File: src/rtl/simd_mult_pkg.sv
// Shared types and constants for the packed six-lane signed multiplier front end.
package simd_mult_pkg;

  localparam int DEF_LANES  = 6;
  localparam int DEF_LANE_W = 9;
  localparam int DEF_TAG_W  = 4;

  typedef enum logic [1:0] {
    ST_FILL  = 2'd0,
    ST_ISSUE = 2'd1,
    ST_WAIT  = 2'd2,
    ST_DRAIN = 2'd3
  } state_t;

  // One collected request; field widths follow the package defaults.
  typedef struct packed {
    logic signed [DEF_LANE_W-1:0] a;
    logic signed [DEF_LANE_W-1:0] b;
    logic [DEF_TAG_W-1:0]         tag;
  } lane_t;

  function automatic int lane_off(input int lane, input int width);
    return lane * width;
  endfunction

endpackage

File: src/rtl/simd_lane_unpack.sv
// Result buffer for one packed multiply: holds the lane products and streams
// them out one lane per cycle with valid/ready, lane 0 first.
module simd_lane_unpack
  import simd_mult_pkg::*;
#(
  parameter int LANES  = DEF_LANES,
  parameter int LANE_W = DEF_LANE_W,
  parameter int TAG_W  = DEF_TAG_W,
  parameter int CW     = $clog2(DEF_LANES + 1)
) (
  input  logic                        CLK,
  input  logic                        RST,
  input  logic                        capture,
  input  logic [LANES*2*LANE_W-1:0]   mult_c,
  input  logic [CW-1:0]               n,
  input  logic [LANES*TAG_W-1:0]      tags,
  input  logic                        out_ready,
  output logic                        out_valid,
  output logic signed [2*LANE_W-1:0]  out_p,
  output logic [TAG_W-1:0]            out_tag,
  output logic                        out_last,
  output logic                        done
);

  localparam int PW = 2 * LANE_W;

  logic [LANES*PW-1:0] result_q;
  logic [CW-1:0]       idx_q;
  logic                active_q;
  logic                last_lane;

  assign last_lane = (idx_q == n - CW'(1));
  assign done      = active_q & out_ready & last_lane;
  assign out_valid = active_q;

  always_ff @(posedge CLK) begin
    if (RST) begin
      result_q <= '0;
      idx_q    <= '0;
      active_q <= 1'b0;
    end else if (capture) begin
      result_q <= mult_c;
      idx_q    <= '0;
      active_q <= 1'b1;
    end else if (active_q && out_ready) begin
      if (last_lane) active_q <= 1'b0;
      else           idx_q    <= idx_q + CW'(1);
    end
  end

  // Outputs stay at zero whenever nothing is being drained.
  always_comb begin
    out_p    = '0;
    out_tag  = '0;
    out_last = 1'b0;
    if (active_q) begin
      out_last = last_lane;
      for (int i = 0; i < LANES; i++) begin
        if (idx_q == CW'(i)) begin
          out_p   = result_q[lane_off(i, PW) +: PW];
          out_tag = tags[lane_off(i, TAG_W) +: TAG_W];
        end
      end
    end
  end

endmodule

File: src/rtl/simd_mult_lane_packer.sv
// Packs scalar signed multiply requests into one SIMD multiplier issue and
// returns lane results in order. Optional counters: define SIMD_PACK_STATS_EN.
module simd_mult_lane_packer
  import simd_mult_pkg::*;
#(
  parameter int LANES         = DEF_LANES,
  parameter int LANE_W        = DEF_LANE_W,
  parameter int MULT_LAT      = 3,
  parameter int FLUSH_TIMEOUT = 8,
  parameter int TAG_W         = DEF_TAG_W
) (
  input  logic                        CLK,
  input  logic                        RST,
  input  logic                        in_valid,
  output logic                        in_ready,
  input  logic signed [LANE_W-1:0]    in_a,
  input  logic signed [LANE_W-1:0]    in_b,
  input  logic [TAG_W-1:0]            in_tag,
  input  logic                        in_last,
  output logic [LANES*LANE_W-1:0]     mult_a,
  output logic [LANES*LANE_W-1:0]     mult_b,
  output logic                        mult_issue,
  input  logic [LANES*2*LANE_W-1:0]   mult_c,
  output logic                        out_valid,
  input  logic                        out_ready,
  output logic signed [2*LANE_W-1:0]  out_p,
  output logic [TAG_W-1:0]            out_tag,
  output logic                        out_last
`ifdef SIMD_PACK_STATS_EN
  ,
  output logic [15:0]                 stat_batches,
  output logic [15:0]                 stat_partial
`endif
);

  localparam int CW = $clog2(LANES + 1);
  localparam int TW = (FLUSH_TIMEOUT < 2) ? 1 : $clog2(FLUSH_TIMEOUT + 1);
  localparam int LW = (MULT_LAT < 2) ? 1 : $clog2(MULT_LAT + 1);

  state_t             state_q;
  logic [CW-1:0]      count_q;
  logic [CW-1:0]      n_q;
  logic [TW-1:0]      timer_q;
  logic [LW-1:0]      lat_q;
  lane_t              lanes_q [LANES];
  logic               accept;
  logic               flush_hit;
  logic               capture;
  logic               drain_done;
  logic [LANES*TAG_W-1:0] tag_vec;

  assign in_ready   = (state_q == ST_FILL);
  assign accept     = in_valid & in_ready;
  assign mult_issue = (state_q == ST_ISSUE);

  // A timeout of zero disables the idle flush entirely.
  assign flush_hit = (FLUSH_TIMEOUT != 0) && (count_q != '0) && !accept &&
                     (timer_q == TW'(FLUSH_TIMEOUT - 1));

  assign capture = ((state_q == ST_ISSUE) && (MULT_LAT == 0)) ||
                   ((state_q == ST_WAIT) && (lat_q == LW'(1)));

  // NOTE: sequential state uses non-blocking assignments so every register
  // samples the pre-edge values of its peers, independent of statement order.
  always_ff @(posedge CLK) begin
    if (RST) begin
      state_q <= ST_FILL;
      count_q <= '0;
      n_q     <= '0;
      timer_q <= '0;
      lat_q   <= '0;
      // NOTE: the lane array is small and flop-based, so clearing it on reset
      // is cheap; large RAM-style arrays would normally be left unreset.
      for (int i = 0; i < LANES; i++) lanes_q[i] <= '0;
    end else begin
      case (state_q)
        ST_FILL: begin
          if (accept) begin
            for (int i = 0; i < LANES; i++) begin
              if (count_q == CW'(i)) lanes_q[i] <= '{a: in_a, b: in_b, tag: in_tag};
            end
            count_q <= count_q + CW'(1);
            timer_q <= '0;
            if (count_q == CW'(LANES - 1) || in_last) state_q <= ST_ISSUE;
          end else if (count_q != '0) begin
            if (flush_hit) state_q <= ST_ISSUE;
            else           timer_q <= timer_q + TW'(1);
          end
        end
        ST_ISSUE: begin
          n_q     <= count_q;
          timer_q <= '0;
          lat_q   <= LW'(MULT_LAT);
          state_q <= (MULT_LAT == 0) ? ST_DRAIN : ST_WAIT;
        end
        ST_WAIT: begin
          lat_q <= lat_q - LW'(1);
          if (capture) state_q <= ST_DRAIN;
        end
        ST_DRAIN: begin
          if (drain_done) begin
            state_q <= ST_FILL;
            count_q <= '0;
          end
        end
        default: state_q <= ST_FILL;
      endcase
    end
  end

  // Unfilled lanes are forced to zero so stale operands never reach the DSP.
  // NOTE: every output of this block gets a default first, so no path through
  // the loop can leave a bit unassigned and infer a latch.
  always_comb begin
    mult_a = '0;
    mult_b = '0;
    if (state_q == ST_ISSUE) begin
      for (int i = 0; i < LANES; i++) begin
        if (CW'(i) < count_q) begin
          mult_a[lane_off(i, LANE_W) +: LANE_W] = lanes_q[i].a;
          mult_b[lane_off(i, LANE_W) +: LANE_W] = lanes_q[i].b;
        end
      end
    end
  end

  always_comb begin
    tag_vec = '0;
    for (int i = 0; i < LANES; i++) tag_vec[lane_off(i, TAG_W) +: TAG_W] = lanes_q[i].tag;
  end

  simd_lane_unpack #(
    .LANES  (LANES),
    .LANE_W (LANE_W),
    .TAG_W  (TAG_W),
    .CW     (CW)
  ) u_unpack (
    .CLK       (CLK),
    .RST       (RST),
    .capture   (capture),
    .mult_c    (mult_c),
    .n         (n_q),
    .tags      (tag_vec),
    .out_ready (out_ready),
    .out_valid (out_valid),
    .out_p     (out_p),
    .out_tag   (out_tag),
    .out_last  (out_last),
    .done      (drain_done)
  );

`ifdef SIMD_PACK_STATS_EN
  always_ff @(posedge CLK) begin
    if (RST) begin
      stat_batches <= '0;
      stat_partial <= '0;
    end else if (state_q == ST_ISSUE) begin
      if (stat_batches != 16'hFFFF) stat_batches <= stat_batches + 16'd1;
      if (count_q != CW'(LANES) && stat_partial != 16'hFFFF)
        stat_partial <= stat_partial + 16'd1;
    end
  end
`endif

endmodule

File: config.mk
export PLATFORM = sky130hd
export DESIGN_NAME = simd_mult_lane_packer
export DESIGN_NICKNAME = d
export VERILOG_FILES = /design/src/rtl/simd_mult_pkg.sv /design/src/rtl/simd_lane_unpack.sv /design/src/rtl/simd_mult_lane_packer.sv
export SDC_FILE = /design/constraint.sdc
export NUM_CORES = 1
export LEC_CHECK = 0
export ABC_AREA = 1
export BUFFER_PORTS_ARGS = -buffer_cell sky130_fd_sc_hd__buf_2
export CAP_MARGIN = 30
export CORE_UTILIZATION = 30
export CTS_CLUSTER_SIZE = 12
export DETAILED_ROUTE_END_ITERATION = 6
export PLACE_DENSITY = 0.53
export SLEW_MARGIN = 40
export SYNTH_ARGS = -nofsm -noshare
export SYNTH_HDL_FRONTEND = slang
export SYNTH_SLANG_ARGS = --single-unit
File: constraint.sdc
create_clock -name CLK -period 3.9 [get_ports CLK]
set_input_delay 0.195 -clock CLK [delete_from_list [all_inputs] [get_ports CLK]]
set_output_delay 0.195 -clock CLK [all_outputs]
set_load 0.005 [all_outputs]
==> impl_metrics.ini <==
[sta]
fin_skew_ns = 0.0125
period_share_pct = 81.7
finalMaxSlewViolations = 0
tightest_slew_ns = 0.752
timing.final.ws_setup_ns = 0.712
period_minus_slack_ns = 3.19
relSlewSlack_pct = 49.8
rsz0062_at_grt = no
timing.setup.tns_ns = 0
setup_viol_count_final = 0
whs_ns = -0.0104
hold_violations = 1
max_clock_freq_mhz = 314

[synthesis]
ys_seq_elements = 258
syn_area_um2 = 11900
synth-seq-area-share_pct = 54.6
synth_edf_count = 132
synth_cells = 1469
ys.warnings.count = 0
yosysUniqueCellTypes = 36
synth_ff_type = edfxtp_1
syn_nets = 1620
avgSynthCellArea_um2 = 8.09
synthArstFlopShare_pct = 0

[setup_path]
worstSetupStartpointType = flip-flop
crit_type = reg -> out
path_cells = inv_1 -> ha_1 -> buf_4 -> inv_1 -> nand4_1 -> nand3_1 -> nand3_1 -> nand2_1 -> a21oi_1 -> nor2_1 -> buf_2
cp_top_family = buffers and inverters
cp.arrival_ns = 2.99
cp_num_buf_inv = 4
critPathMaxStageDelay_ns = 0.55
cp_num_cells = 11
crit_required_ns = 3.70
cp-end-kind = output pin
cp_slowest_cell = inv_1
r2r_cells = 6
worstPathMaxFanout = 22

[placed_design]
pre_cts_slack_ns = 1.30
place_area_um2 = 13600
globalplace.congestion = 0.959
hpwl_um = 27800
portBuffers = 268

[grt]
grt_pass1_vias = 11100
antenna_found_initial = 2
grt_pass1_wl_um = 62800
grt_use_total_pct = 19.9
grt_start_max_net_pins = 114
overflow = 0

[cts]
clock_path_buffers = 3
cts_tree = built
cts.root.buffer_cell = clkbuf_16
clk_pin_slew_ns = 0.06
post_cts_resize_count = 0
insertion_delay_ns = 0.57
cts_made_buffers = 30
cts.sinks = 258
htree_levels = 1
postCtsSetupRepairBufs = 0

[routing]
ant_nets = 0
first_pass_iters = 5
num_vias = 11000
wl_per_cell_um = 17.4
drc = 0
drtIter0Drc = 691
postRouteWirelength_um = 40600
vias_per_cell = 4.71

[power]
peakVddDrop_mv = 0.328
powerDensity_nw_per_um2 = 484
leakagePower_uw = 0.00689

[cells_and_area]
syn2layout_area_growth_pct = 31.9
nNetsFinal = 1950
drive_above_1_share_pct = 19.7
antenna_cells = 0
fin_area_um2 = 15700

[hold_path]
min_path_type = in -> reg
hold_path_depth = 3

[die]
rows = 72
initial_core_util_pct = 30.6
coreArea_um2 = 38800
die_area_um2 = 40400
die_w_um = 201
die_h_um = 201
io_pins = 269

[status]
violations = negative hold slack
status = finished, violations left

[job]
cap_viol_max_count = 0
## tightest hold or removal path, cell delays in order
cell and delay, ns:
buf_2 0.07, o21ai_0 0.14, nor2_1 0.11
## sequential cells by signal, summed over array words and instances (netlist names)
register	flops
state_q	2
u_unpack.out_valid	1
u_unpack.idx_q	3
n_q	3
timer_q	4
count_q	3
u_unpack.result_q	108
lanes_q	132
lat_q	2
## final timing paths
path	start	to	slack (ns)
setup reg to reg	state_q[0]	lanes_q[2][20]	1.71
hold reg to reg	n_q[1]	n_q[1]	0.47
hold / removal	mult_c[70]	u_unpack.result_q[70]	-0.01
setup / recovery	u_unpack.idx_q[1]	out_tag[0]	0.71
## kinds of logic after synthesis
kind of cell    share of synthesized area [%]
xor+xnor                                0.147
simple gates                             28.0
fa+ha+maj                                1.68
compound gates                           7.75
buf+inv                                  7.91
flops                                    54.6
## where the power goes
part | internal, uW | total (uW) | switching, uW | leakage [uW]
Clock | 1680 | 2790 | 1110 | 0.000475
Sequential | 3180 | 3350 | 172 | 0.00239
Combinational | 515 | 1450 | 933 | 0.00402
Total | 5370 | 7590 | 2220 | 0.00689
## layout by cell type (no fill, tap or decap), drive strengths merged, types with 2 or more instances in the layout
| cell type | Yosys | final |
|---|---|---|
| nand2 | 139 | 139 |
| or2 | 22 | 22 |
| nor2 | 485 | 485 |
| nor3 | 2 | 2 |
| a21oi | 35 | 35 |
| nand4 | 27 | 27 |
| dlygate4sd3 | 0 | 108 |
| clkbuf | 35 | 46 |
| o21ai | 138 | 138 |
| nor3b | 19 | 19 |
| buf | 62 | 287 |
| dfxtp | 126 | 126 |
| a211oi | 2 | 2 |
| clkinv | 1 | 4 |
| ha | 16 | 16 |
| edfxtp | 132 | 132 |
| nand3 | 99 | 99 |
| inv | 123 | 124 |
## area by class of cell
cell class | instances | area (um^2)
clock inverter | 5 | 46.3
timing repair buffer | 395 | 2580
clock buffer | 46 | 925
multi-input combinational | 990 | 4530
fill | 4025 | 23100
tap | 518 | 648
sequential | 258 | 6490
inverter | 124 | 470
## repair_timing
action,in CTS,in global routing
endpoints found under the hold margin,113,0
hold buffers,108,0
endpoints found under the setup margin,0,0
## synthesized netlist by cell type (8+ instances only)
library cell | instances | area (um^2)
o21ai_0 | 135 | 676
clkbuf_1 | 32 | 120
dfxtp_1 | 126 | 2520
buf_2 | 48 | 240
nor3b_1 | 19 | 143
nand2_1 | 135 | 507
or2_0 | 15 | 93.8
buf_4 | 8 | 60.1
nand4_1 | 27 | 169
nor2_1 | 484 | 1820
ha_1 | 16 | 200
a21oi_1 | 35 | 175
edfxtp_1 | 132 | 3960
nand3_1 | 98 | 490
inv_1 | 121 | 454
## stage by stage
stage | utilization (%) | power (uW) | std cells
2_1_floorplan | - | 4300 | 1469
3_3_place_gp | 34.9 | 4730 | 2173
3_5_place_dp | 35.1 | 4770 | 2177
4_1_cts | 40.3 | 7670 | 2336
5_1_grt | 40.4 | 7980 | 2336
6_report | 40.4 | 7590 | 2336
## metal layers
metal / global-route usage (%) / vias up / wire length, um
met2: 34.2 / 398 / 19600
met5: 0 / - / 24
met1: 23.8 / 5120 / 16600
li1: - / 5390 / -
met4: 6.65 / 4 / 1310
met3: 5.47 / 79 / 3130
Note: power is estimated with default switching activity, not from simulation.
